File: src/rtl/spi_flash_responder.sv
// SPI-flash read target: READ 0x03, JEDEC ID 0x9F, RDSR 0x05, all pins oversampled in the clk domain.
// Define SPI_FLASH_RESP_FAST_READ_EN to also accept FAST READ 0x0B (24-bit address + 8 dummy clocks).
module spi_flash_responder #(
    parameter int unsigned ADDR_WIDTH = 16,
    parameter logic [23:0] JEDEC_ID   = 24'hEF4016
) (
    input  logic                  clk,
    input  logic                  rst_ni,
    input  logic                  cs_n_i,
    input  logic                  sck_i,
    input  logic                  mosi_i,
    output logic                  miso_o,
    output logic                  miso_oe_o,
    output logic                  mem_rd_o,
    output logic [ADDR_WIDTH-1:0] mem_addr_o,
    input  logic [7:0]            mem_data_i,
    output logic                  busy_o
);

    typedef enum logic [2:0] {
        S_IDLE, S_CMD, S_ADDR, S_DUMMY, S_DATA, S_ID, S_SR, S_IGNORE
    } state_t;

    state_t                state;
    logic [1:0]            cs_sync;
    logic                  cs_d;
    logic [2:0]            sck_sync;
    logic [1:0]            mosi_sync;
    logic [4:0]            bit_cnt;
    logic [6:0]            cmd_sh;
    logic [ADDR_WIDTH-2:0] addr_sh;
    logic [7:0]            byte_sh;
    logic [1:0]            id_idx;
    logic [7:0]            id_byte_c;
`ifdef SPI_FLASH_RESP_FAST_READ_EN
    logic                  fast;
`endif

    logic cs_fall_c, cs_rise_c, sck_rise_c, sck_fall_c, mosi_c, tx_state_c;
    assign cs_fall_c  = cs_d & ~cs_sync[1];
    assign cs_rise_c  = ~cs_d & cs_sync[1];
    assign sck_rise_c = sck_sync[1] & ~sck_sync[2];
    assign sck_fall_c = ~sck_sync[1] & sck_sync[2];
    assign mosi_c     = mosi_sync[1];
    assign tx_state_c = (state == S_DATA) || (state == S_ID) || (state == S_SR);

    // Next JEDEC byte to present; zero once all three ID bytes are out.
    always_comb begin
        id_byte_c = 8'h00;
        case (id_idx)
            2'd0:    id_byte_c = JEDEC_ID[23:16];
            2'd1:    id_byte_c = JEDEC_ID[15:8];
            2'd2:    id_byte_c = JEDEC_ID[7:0];
            default: id_byte_c = 8'h00;
        endcase
    end

    always_ff @(posedge clk or negedge rst_ni) begin
        if (!rst_ni) begin
            // CS sync resets as "selected" so a CS held low through reset is not seen as a fresh fall
            cs_sync    <= '0;
            cs_d       <= 1'b0;
            sck_sync   <= '0;
            mosi_sync  <= '0;
            state      <= S_IDLE;
            bit_cnt    <= '0;
            cmd_sh     <= '0;
            addr_sh    <= '0;
            byte_sh    <= '0;
            id_idx     <= '0;
            miso_o     <= 1'b0;
            miso_oe_o  <= 1'b0;
            mem_rd_o   <= 1'b0;
            mem_addr_o <= '0;
            busy_o     <= 1'b0;
`ifdef SPI_FLASH_RESP_FAST_READ_EN
            fast       <= 1'b0;
`endif
        end else begin
            cs_sync   <= {cs_sync[0], cs_n_i};
            cs_d      <= cs_sync[1];
            sck_sync  <= {sck_sync[1:0], sck_i};
            mosi_sync <= {mosi_sync[0], mosi_i};
            mem_rd_o  <= 1'b0;

            if (cs_rise_c) begin
                state     <= S_IDLE;
                bit_cnt   <= '0;
                miso_o    <= 1'b0;
                miso_oe_o <= 1'b0;
                busy_o    <= 1'b0;
            end else begin
                // Fetched byte lands one clk after the strobe; bit 7 goes out at once
                if (mem_rd_o && (state == S_DATA || state == S_DUMMY)) begin
                    byte_sh <= mem_data_i;
                    miso_o  <= mem_data_i[7];
                end
                // Mode 0: advance on SCK fall; the fall right after a byte boundary keeps bit 7
                if (sck_fall_c && tx_state_c && bit_cnt != 5'd0) begin
                    miso_o <= byte_sh[3'(5'd7 - bit_cnt)];
                end

                case (state)
                    S_IDLE: if (cs_fall_c) begin
                        state   <= S_CMD;
                        bit_cnt <= '0;
                        cmd_sh  <= '0;
                        busy_o  <= 1'b1;
`ifdef SPI_FLASH_RESP_FAST_READ_EN
                        fast    <= 1'b0;
`endif
                    end
                    S_CMD: if (sck_rise_c) begin
                        cmd_sh  <= {cmd_sh[5:0], mosi_c};
                        bit_cnt <= bit_cnt + 5'd1;
                        if (bit_cnt == 5'd7) begin
                            bit_cnt <= '0;
                            case ({cmd_sh, mosi_c})
                                8'h03: state <= S_ADDR;
                                8'h9F: begin
                                    state     <= S_ID;
                                    miso_oe_o <= 1'b1;
                                    byte_sh   <= JEDEC_ID[23:16];
                                    miso_o    <= JEDEC_ID[23];
                                    id_idx    <= 2'd1;
                                end
                                8'h05: begin
                                    state     <= S_SR;
                                    miso_oe_o <= 1'b1;
                                    byte_sh   <= 8'h00;
                                    miso_o    <= 1'b0;
                                end
`ifdef SPI_FLASH_RESP_FAST_READ_EN
                                8'h0B: begin
                                    state <= S_ADDR;
                                    fast  <= 1'b1;
                                end
`endif
                                default: state <= S_IGNORE;
                            endcase
                        end
                    end
                    S_ADDR: if (sck_rise_c) begin
                        addr_sh <= {addr_sh[ADDR_WIDTH-3:0], mosi_c};
                        bit_cnt <= bit_cnt + 5'd1;
                        if (bit_cnt == 5'd23) begin
                            bit_cnt    <= '0;
                            mem_addr_o <= {addr_sh, mosi_c};
                            mem_rd_o   <= 1'b1;
                            state      <= S_DATA;
                            miso_oe_o  <= 1'b1;
`ifdef SPI_FLASH_RESP_FAST_READ_EN
                            if (fast) begin
                                state     <= S_DUMMY;
                                miso_oe_o <= 1'b0;
                            end
`endif
                        end
                    end
`ifdef SPI_FLASH_RESP_FAST_READ_EN
                    S_DUMMY: if (sck_rise_c) begin
                        bit_cnt <= bit_cnt + 5'd1;
                        if (bit_cnt == 5'd7) begin
                            bit_cnt   <= '0;
                            state     <= S_DATA;
                            miso_oe_o <= 1'b1;
                        end
                    end
`endif
                    S_DATA: if (sck_rise_c) begin
                        bit_cnt <= bit_cnt + 5'd1;
                        if (bit_cnt == 5'd7) begin
                            bit_cnt    <= '0;
                            mem_addr_o <= mem_addr_o + ADDR_WIDTH'(1);
                            mem_rd_o   <= 1'b1;
                        end
                    end
                    S_ID: if (sck_rise_c) begin
                        bit_cnt <= bit_cnt + 5'd1;
                        if (bit_cnt == 5'd7) begin
                            bit_cnt <= '0;
                            byte_sh <= id_byte_c;
                            miso_o  <= id_byte_c[7];
                            if (id_idx != 2'd3) id_idx <= id_idx + 2'd1;
                        end
                    end
                    S_SR: if (sck_rise_c) begin
                        bit_cnt <= (bit_cnt == 5'd7) ? 5'd0 : bit_cnt + 5'd1;
                    end
                    default: ;
                endcase
            end
        end
    end

endmodule

File: config.mk
export PLATFORM = sky130hd
export DESIGN_NAME = spi_flash_responder
export DESIGN_NICKNAME = d
export VERILOG_FILES = /design/src/rtl/spi_flash_responder.sv
export SDC_FILE = /design/constraint.sdc
export NUM_CORES = 1
export LEC_CHECK = 0
export BUFFER_PORTS_ARGS = -buffer_cell sky130_fd_sc_hd__buf_4
export CAP_MARGIN = 20
export CORE_MARGIN = 8
export CORE_UTILIZATION = 53
export DETAILED_ROUTE_END_ITERATION = 12
export PLACE_DENSITY = 0.79
export SLEW_MARGIN = 20
export SYNTH_ARGS = -nofsm -noshare
export SYNTH_HDL_FRONTEND = slang
export SYNTH_SLANG_ARGS = --single-unit
File: constraint.sdc
create_clock -name clk -period 4.6 [get_ports clk]
set_input_delay 0.69 -clock clk [delete_from_list [all_inputs] [get_ports clk]]
set_output_delay 0.69 -clock clk [all_outputs]
set_load 0.1 [all_outputs]
==> results of run 1 <==
==> cells in the final DEF, fill, tap and decap left out, types with 3 or more instances in the layout <==
master and count:
o31ai_1 5, dfrtp_1 68, clkbuf_8 10, o21ai_1 4, a21oi_1 41, and4_1 3, nand3b_1 3, buf_4 34
ha_1 11, nand3_1 15, a211oi_1 3, nand2b_1 10, o21ai_0 24, and3_1 5, o21bai_1 3, inv_1 12
o22ai_1 9, nor2_1 17, nand2_1 58, and2_1 3, a31oi_1 4, mux2_2 18, nor4_1 3, nor4b_1 4
nand4_1 3
==> power breakdown <==
group	total (µW)	switching, µW	internal [µW]	leakage (µW)
combinational	548	324	224	0.000919
clock	552	230	322	0.000106
sequential	789	132	657	0.000905
==> registers in the layout, indices dropped and copies added, names as in the netlist <==
signal,cells
sck_sync,3
mosi_sync,2
byte_sh,8
mem_addr_o,16
cmd_sh,7
state,3
bit_cnt,5
mem_rd_o,1
cs_sync,2
busy_o,1
addr_sh,15
miso_o,1
cs_d,1
miso_oe_o,1
id_idx,2
==> worst reg2reg max path: stages (launching register included) <==
cell      delay, ns
dfrtp_1        0.87
or3b_1         0.63
a21boi_4       0.28
and2_1         0.19
a211oi_1       0.06
o31ai_1        0.26
==> per-layer routing <==
layer	up-vias	global-route usage [%]	wire length, µm	share of wire (%)
li1	1488	-	-	-
met1	1510	23.5	3800	47
met2	77	25.4	3740	46
met3	12	3.66	392	4.8
met4	0	8.36	177	2.2
met5	-	0	0	0
==> metrics by stage <==
step,instances,hold WS [ns]
2_1_floorplan,401,0.331
3_3_place_gp,510,0.332
3_5_place_dp,510,0.345
4_1_cts,526,0.363
5_1_grt,526,0.371
6_report,526,0.357
==> final cells by class <==
cell class / instances / area, µm² / area share, %
multi-input combinational: 297 / 1950 / 45.3
sequential: 68 / 1700 / 39.6
timing repair buffer: 34 / 255 / 5.94
clock buffer: 11 / 141 / 3.29
tap: 99 / 124 / 2.88
clock inverter: 5 / 83.8 / 1.95
inverter: 12 / 45.0 / 1.05
==> kinds of logic (layout without fill, tap and decap cells) <==
| group | Yosys count | count (layout) | share of synthesized area, % |
|---|---|---|---|
| flops | 68 | 68 | 44.4 |
| mux | 22 | 22 | 6.99 |
| fa+ha+maj | 11 | 11 | 3.59 |
| buf+inv | 36 | 62 | 4.71 |
| compound gates | 116 | 116 | 19.2 |
| simple gates | 148 | 148 | 21.1 |
==> worst min-delay path by stage <==
| stage | start | end | slack [ns] | depth (start not counted) |
|---|---|---|---|---|
| 6_report | mosi_sync[0]$_DFF_PN0_ | mosi_sync[1]$_DFF_PN0_ | 0.36 | 0 |
| 5_1_grt | sck_sync[0]$_DFF_PN0_ | sck_sync[1]$_DFF_PN0_ | 0.37 | 0 |
| 4_1_cts | mosi_sync[0]$_DFF_PN0_ | mosi_sync[1]$_DFF_PN0_ | 0.36 | 0 |
| 3_5_place_dp | sck_sync[0]$_DFF_PN0_ | sck_sync[1]$_DFF_PN0_ | 0.34 | 0 |
| 3_3_place_gp | mosi_sync[0]$_DFF_PN0_ | mosi_sync[1]$_DFF_PN0_ | 0.33 | 0 |
| 2_1_floorplan | cs_sync[0]$_DFF_PN0_ | cs_sync[1]$_DFF_PN0_ | 0.33 | 0 |
==> metrics.csv, run 1 <==
metric;value;unit
synth_edf_count;0;
netlist_top_cells_count;dfrtp_1, nand2_1, a21oi_1;
antenna_found_initial;0;
fp.dieW;101;µm
hold_buffers;0;
drc;0;
n_fill_cell;625;
fin_area;4300;µm²
critPathMaxFanout;31;
vias;3087;
finalWirelength;8.11;mm
synthArstFlopShare;100;%
regToRegSetupSlack;2.21;ns
crit_buf_inv;0;
crit_family;flip-flops;
cp.required;4.83;ns
diodes;0;
cp_data_arrival_time;2.62;ns
ys_warn_count;0;
cellPowerDensity;439;nW/µm²
synth_area;3830;µm²
startpoint;state[2]$_DFFE_PN0P_;
avgSynthCellArea;9.55;µm²
setup_tns;0;ns
layout_setup_ws;2.21;ns
htreeDepth;3;
gp_congestion;0.859;
cts_buffers;9;
fmax;418;MHz
std_cell_rows;31;
io_buffers;32;
cp_cell_sequence;or3b_1 -> a21boi_4 -> and2_1 -> a211oi_1 -> o31ai_1;
grt_use_total;17.3;%
grt-ovfl-total;0;
synth.distinct_cells;64;
start_util;53.6;%
status;finished clean;
drv_slew;0;
reg2reg_depth;5;
die_area;10200;µm²
layout-drive-gt1-share;19.9;%
ys_ff_latch;68;
numClockSinks;68;
insertion_delay;0.34;ns
ys_seq_area_share;44.4;%
area_delta_synth_final;12.3;%
r2r-end;miso_o$_DFF_PN0_;
cp-endpoint;miso_o$_DFF_PN0_;
fin_nets;446;
syn_nets;425;
worst_setup_path_end_kind;register;
cts_setup_buffers;0;
first_pass_iters;5;
power;1890;µW
crit_type;register to register;
cts_tree;built;
worst-slew-pin-transition;0.851;ns
avgViaCountPerCell;5.87;
synth_top_area_share;44.4;%
grt_pass1_wl;14.1;mm
cts_root_buffer;clkbuf_8;
hold_path_class;register to register;
ioPinCount;33;
period_minus_slack;2.39;ns
period_share;52.0;%
ir_worst_vdd;0.000343;V
slowest_delay;0.87;ns
grt_max_degree;69;
wl_per_cell;15.4;µm
cts_max_path_buffers;2;
drt_iter0_markers;173;
slew_headroom;43.3;%
final_antenna_net_count;0;
placed_cell_area;4080;µm²
leakagePower;0.00193;µW
place_ws;2.25;ns
drv_cap;0;
fin_util;60.3;%
grt_pass1_vias;2930;
synth_top_flop_cell;dfrtp_1;
clock_skew;0.0101;ns
core_region_area;7140;µm²
yosys.area.top_type;dfrtp_1;
r2r_start;state[2]$_DFFE_PN0P_;
dpl.hpwl;5.61;mm
cts-resized-gates;0;
synthTopCellsByArea;dfrtp_1, nand2_1, a21oi_1, mux2_2, ha_1;
path_clk_slew;0.07;ns
slowest_stage;dfrtp_1;
setup_violations;0;
hold_viol;0;
die_h;101;µm
rsz0062_at_grt;false;
path_depth;5;
cp-start-kind;register;
yosysMostFrequentCell;dfrtp_1;
synth_cells;401;
Power figures use the tool's default switching activity.
==> run 2: changes to the inputs <==
- PLACE_DENSITY: 0.79 -> 0.82
- clock period: 4.6 -> 1.95 ns (I/O delays scaled with it)
==> run 2 against run 1 <==
The run now ends with hold timing left. Sequential power rose by 120%. Global-route usage rose by 0.42 points. Final area rose by 6.1%. Register-to-register slack got worse by 2.2 ns. Critical path type unchanged. Largest power group unchanged.
==> metrics.csv, run 2 (synthesis gave the netlist of run 1 again) <==
metric;value;unit;change
status;finished with violations;;was finished clean
violations;hold timing;;
cp.required;2.18;ns;was 4.83 ns
diodes;0;;unchanged
mostFrequentLayoutCells;buf_4, nand2_1, dfrtp_1, a21oi_1, o21ai_0;;was dfrtp_1, nand2_1, a21oi_1, buf_4, o21ai_0
vias;3222;;was 3087
antenna_found_initial;0;;unchanged
period_share;97.5;%;was 52.0%
multi_input_area;1990;µm²;was 1950 µm²
whs;-0.0290;ns;was 0.357 ns
critPathMaxFanout;5;;was 31
hold_viol;9;;was 0
wl_per_cell;16.0;µm;was 15.4 µm
grt_pass1_wl;14.3;mm;was 14.1 mm
n_fill_cell;565;;was 625
drc;0;;unchanged
avgViaCountPerCell;5.84;;was 5.87
worst_setup_path_end_kind;register;;unchanged
drv_slew;0;;unchanged
crit_type;register to register;;unchanged
cp_data_arrival_time;2.13;ns;was 2.62 ns
setup_violations;0;;unchanged
drv_cap;0;;unchanged
grt-ovfl-total;0;;unchanged
final_antenna_net_count;0;;unchanged
instances_no_fill;552;;was 526
clock_skew;0.0116;ns;was 0.0101 ns
area_delta_synth_final;19.2;%;was 12.3%
start_util;53.6;%;unchanged
dpl.hpwl;6.16;mm;was 5.61 mm
leakagePower;0.00205;µW;was 0.00193 µW
fmax;526;MHz;was 418 MHz
insertion_delay;0.35;ns;was 0.34 ns
gp_congestion;0.937;;was 0.859
layout_setup_ws;0.0493;ns;was 2.21 ns
slew_headroom;52.5;%;was 43.3%
cellPowerDensity;1030;nW/µm²;was 439 nW/µm²
io_buffers;32;;unchanged
std_cell_rows;31;;unchanged
cp-start-kind;register;;unchanged
grt_max_degree;57;;was 69
core_region_area;7140;µm²;unchanged
mostFrequentLayoutCell;buf_4;;was dfrtp_1
finalWirelength;8.81;mm;was 8.11 mm
die_h;101;µm;unchanged
first_pass_iters;5;;unchanged
seq_area;1720;µm²;was 1700 µm²
cts_tree;built;;unchanged
top_register;mem_addr_o;;unchanged
cts_buffers;9;;unchanged
power;4690;µW;was 1890 µW
die_area;10200;µm²;unchanged
place_ws;0.0996;ns;was 2.25 ns
path_clk_slew;0.08;ns;was 0.07 ns
cts_max_path_buffers;2;;unchanged
htreeDepth;3;;unchanged
drt_iter0_markers;199;;was 173
hold_path_class;input pin to asynchronous set/reset pin;;was register to register
rsz0062_at_grt;true;;was false
layout-drive-gt1-share;29.6;%;was 19.9%
numClockSinks;68;;unchanged
fp.dieW;101;µm;unchanged
fin_nets;472;;was 446
cts_root_buffer;clkbuf_8;;unchanged
grt_pass1_vias;3022;;was 2930
top_regs;mem_addr_o x16, addr_sh x15, byte_sh x8;;unchanged
grt_use_total;17.7;%;was 17.3%
ioPinCount;33;;unchanged
largest_reg_flops;16;;unchanged
setup_tns;0;ns;unchanged
dp.cells;532;;was 510
hold_buffers;0;;unchanged
ir_worst_vdd;0.000476;V;was 0.000343 V
period_minus_slack;1.90;ns;was 2.39 ns
worst-slew-pin-transition;0.712;ns;was 0.851 ns
[run 2: changes by cell type in the layout (fill, tap and decap cells not counted), sizes merged]
cell | previous run | this run
clkinv | 0 | 3
clkinvlp | 2 | 1
clkbuf | 11 | 9
buf | 34 | 60
[run 2: metrics by stage]
step | instance area, µm² | hold WS, ns | utilization [%]
after floorplan | 3840 | -0.00309 | -
after global placement | 4270 | 0.333 | 59.8
after detailed placement | 4270 | 0.346 | 59.8
after CTS | 4490 | 0.00467 | 62.9
after global routing | 4560 | 0.0361 | 64.0
final | 4560 | -0.0290 | 64.0
[run 2: area by class of cell]
type / instances / area share (%)
clock inverter: 7 / 2.17
inverter: 12 / 0.987
clock buffer: 9 / 2.71
multi-input combinational: 297 / 43.6
sequential: 68 / 37.7
timing repair buffer: 60 / 10.1
tap: 99 / 2.71
[run 2: path summary, 6_finish.rpt]
path                                            start                      to  slack [ns]  cells past startpoint
worst max-delay path            id_idx[0]$_DFFE_PN0P_  byte_sh[1]$_DFFE_PN0N_        0.05                      7
worst min-delay path                           rst_ni  byte_sh[6]$_DFFE_PN0N_       -0.03                      1
worst max register to register  id_idx[0]$_DFFE_PN0P_  byte_sh[1]$_DFFE_PN0N_        0.05                      7
worst min register to register  sck_sync[0]$_DFF_PN0_   sck_sync[1]$_DFF_PN0_        0.36                      0
max in group asynchronous                      rst_ni      busy_o$_DFFE_PN0P_        1.38                      2
min in group clk                                sck_i   sck_sync[0]$_DFF_PN0_        0.05                      1
[run 2: repair_timing]
item,4_1_cts,5_1_grt
hold endpoints to repair,0,0
gates resized for setup,0,10
endpoints found under the setup margin,0,20
setup buffers,0,4
[run 2: layer usage]
layer  share of wire (%)  global-route usage (%)  up-vias  wire length, µm
met5                   0                       0        -                0
li1                    -                       -     1552                -
met1                  45                    22.8     1559             3920
met3                 4.8                    2.97       15              427
met4                 1.9                    7.79        0              165
met2                  49                    28.4       96             4290
[run 2: where the power goes]
part / internal, µW / leakage [µW] / switching, µW
combinational: 693 / 0.00106 / 955
sequential: 1560 / 0.000880 / 197
clock: 726 / 0.000110 / 566
[run 2: worst max-delay path, stage by stage (launching register included)]
cell and delay (ns):
dfrtp_1 0.41, inv_1 0.11, ha_1 0.26, nand2b_1 0.20
nor2_1 0.17, o21ai_0 0.12, a21o_1 0.21, a221o_1 0.31
==> run 3: changes to the inputs <==
- CORE_ASPECT_RATIO: unset -> 0.75
==> run 3 against run 2 <==
The run now ends clean. Global-route usage grew 0.23 points. Power fell by 0.16%. Clock power hardly changed. Critical path depth decreased by 1. Worst hold slack better by 0.078 ns. Final cell count decreased by 0.18%. Worst setup slack improved by 0.016 ns. Utilization shrank 0.63 points. Flip-flop and latch count did not move. Critical path type unchanged.
==> metrics.csv, run 3 (synthesis gave the netlist of run 1 again) <==
metric;value;unit;change
crit_type;register to register;;unchanged
grt-ovfl-total;0;;unchanged
drc;0;;unchanged
io_buffers;32;;unchanged
fin_nets;469;;was 472
reg2reg_depth;6;;was 7
fin_area;4540;µm²;was 4560 µm²
clock_skew;0.0107;ns;was 0.0116 ns
setup_violations;0;;unchanged
fin_util;63.3;%;was 64.0%
r2r_start;bit_cnt[0]$_DFFE_PN0P_;;was id_idx[0]$_DFFE_PN0P_
cts_max_path_buffers;2;;unchanged
largest_reg_flops;16;;unchanged
ir_worst_vdd;0.000551;V;was 0.000476 V
hold_path_class;input pin to register;;was input pin to asynchronous set/reset pin
drv_cap;0;;unchanged
mostFrequentLayoutCells;nand2_1, dfrtp_1, buf_4, a21oi_1, o21ai_0;;was buf_4, nand2_1, dfrtp_1, a21oi_1, o21ai_0
slowest_delay;0.39;ns;was 0.41 ns
layout-drive-gt1-share;28.4;%;was 29.6%
period_share;96.6;%;was 97.5%
dpl.hpwl;6.30;mm;was 6.16 mm
status;finished clean;;was finished with violations
cp.required;2.20;ns;was 2.18 ns
wl_per_cell;16.1;µm;was 16.0 µm
mostFrequentLayoutCell;nand2_1;;was buf_4
cellPowerDensity;1030;nW/µm²;about the same
avgViaCountPerCell;5.81;;was 5.84
finalWirelength;8.86;mm;was 8.81 mm
insertion_delay;0.34;ns;was 0.35 ns
drt_iter0_markers;305;;was 199
pwr-share-comb;36.3;%;was 35.1%
slew_headroom;67.1;%;was 52.5%
internal_power;2970;µW;was 2980 µW
ioPinCount;33;;unchanged
top_register;mem_addr_o;;unchanged
fp.dieW;114;µm;was 101 µm
critPathMaxFanout;5;;unchanged
hold_viol;0;;was 9
seq_power_share;36.4;%;was 37.4%
cp_data_arrival_time;2.14;ns;was 2.13 ns
wl_met1;4.17;mm;was 3.92 mm
crit_family;simple AND/OR/NAND/NOR gates;;was compound AO/OA/AOI/OAI gates
r2r-end;bit_cnt[4]$_DFFE_PN0P_;;was byte_sh[1]$_DFFE_PN0N_
p_sw_share;36.7;%;was 36.6%
numClockSinks;68;;unchanged
cp_cell_sequence;ha_1 -> and4bb_2 -> a211oi_1 -> a31oi_1 -> or2_1 -> o31ai_1;;was inv_1 -> ha_1 -> nand2b_1 -> nor2_1 -> o21ai_0 -> a21o_1 -> a221o_1
cts_buffers;9;;unchanged
diodes;0;;unchanged
clkPwrFrac;27.3;%;was 27.5%
grt_pass1_wl;14.6;mm;was 14.3 mm
top_regs;mem_addr_o x16, addr_sh x15, byte_sh x8;;unchanged
leakagePower;0.00204;µW;was 0.00205 µW
crit_buf_inv;0;;was 1
die_h;89.6;µm;was 101 µm
antenna_found_initial;0;;unchanged
period_minus_slack;1.88;ns;was 1.90 ns
area_delta_synth_final;18.5;%;was 19.2%
core_region_area;7160;µm²;was 7140 µm²
cp-endpoint;bit_cnt[4]$_DFFE_PN0P_;;was byte_sh[1]$_DFFE_PN0N_
grt_pass1_vias;2976;;was 3022
place_ws;0.0396;ns;was 0.0996 ns
worst_setup_path_end_kind;register;;unchanged
cts_root_buffer;clkbuf_8;;unchanged
std_cell_rows;27;;was 31
drv_slew;0;;unchanged
final_antenna_net_count;0;;unchanged
slowest_stage;dfrtp_1;;unchanged
wl_met2;4.02;mm;was 4.29 mm
start_util;53.5;%;was 53.6%
worst-slew-pin-transition;0.493;ns;was 0.712 ns
htreeDepth;3;;unchanged
cp-start-kind;register;;unchanged
first_pass_iters;5;;unchanged
path_clk_slew;0.08;ns;about the same
gp_congestion;0.852;;was 0.937
grt_max_degree;37;;was 57
cts_tree;built;;unchanged
layout_setup_ws;0.0655;ns;was 0.0493 ns
startpoint;bit_cnt[0]$_DFFE_PN0P_;;was id_idx[0]$_DFFE_PN0P_
placed_cell_area;4260;µm²;was 4270 µm²
path_depth;6;;was 7
vias;3204;;was 3222
switchingPower;1720;µW;about the same
wl_met3;515;µm;was 427 µm
regToRegSetupSlack;0.07;ns;was 0.05 ns
fmax;531;MHz;was 526 MHz
die_area;10200;µm²;about the same
routed.top_layer;met4;;unchanged
grt_use_total;17.9;%;was 17.7%
[run 3: power by group through the flow]
stage / Clock (µW) / Sequential [µW] / Combinational, µW
floorplan: 0 / 1860 / 1040
global placement: 0 / 1710 / 1600
detailed placement: 0 / 1720 / 1640
CTS: 1310 / 1690 / 1650
global route: 1380 / 1730 / 1850
finish: 1280 / 1710 / 1700
[run 3: layer usage]
layer	global-route usage, %	up-vias
met4	5.78	0
li1	-	1530
met1	24.9	1539
met3	4.14	15
met5	0	-
met2	27.1	120
[run 3: layout make-up]
| cell class | instances | area (µm²) |
|---|---|---|
| tap | 101 | 126 |
| fill | 565 | 2630 |
| timing repair buffer | 57 | 447 |
| clock buffer | 9 | 124 |
| sequential | 68 | 1720 |
| clock inverter | 7 | 98.8 |
| multi-input combinational | 297 | 1980 |
| inverter | 12 | 45.0 |
[run 3: repair_timing]
| action | CTS | global route |
|---|---|---|
| hold endpoints to repair | 35 | 0 |
| setup endpoints to repair | 0 | 26 |
| buffers inserted | 0 | 1 |
| hold buffers | 1 | 0 |
| gates resized for setup | 0 | 8 |
[run 3: worst min path at each step]
stage                 from                endpoint  slack (ns)  cells past startpoint
finish               sck_i   sck_sync[0]$_DFF_PN0_        0.05                      1
global route         sck_i   sck_sync[0]$_DFF_PN0_        0.03                      1
CTS                  sck_i   sck_sync[0]$_DFF_PN0_        0.04                      1
detailed placement  rst_ni  byte_sh[6]$_DFFE_PN0N_        0.29                      1
global placement    rst_ni  byte_sh[0]$_DFFE_PN0N_        0.28                      1
floorplan           rst_ni  addr_sh[0]$_DFFE_PN0P_      -0.003                      0
[run 3: stage by stage]
stage | instances | TNS [ns] | hold slack [ns] | power [µW]
floorplan | 401 | 0 | -0.00309 | 2900
global placement | 533 | 0 | 0.282 | 3310
detailed placement | 533 | 0 | 0.290 | 3360
CTS | 550 | 0 | 0.0369 | 4650
global route | 551 | -0.0100 | 0.0259 | 4960
finish | 551 | 0 | 0.0486 | 4690
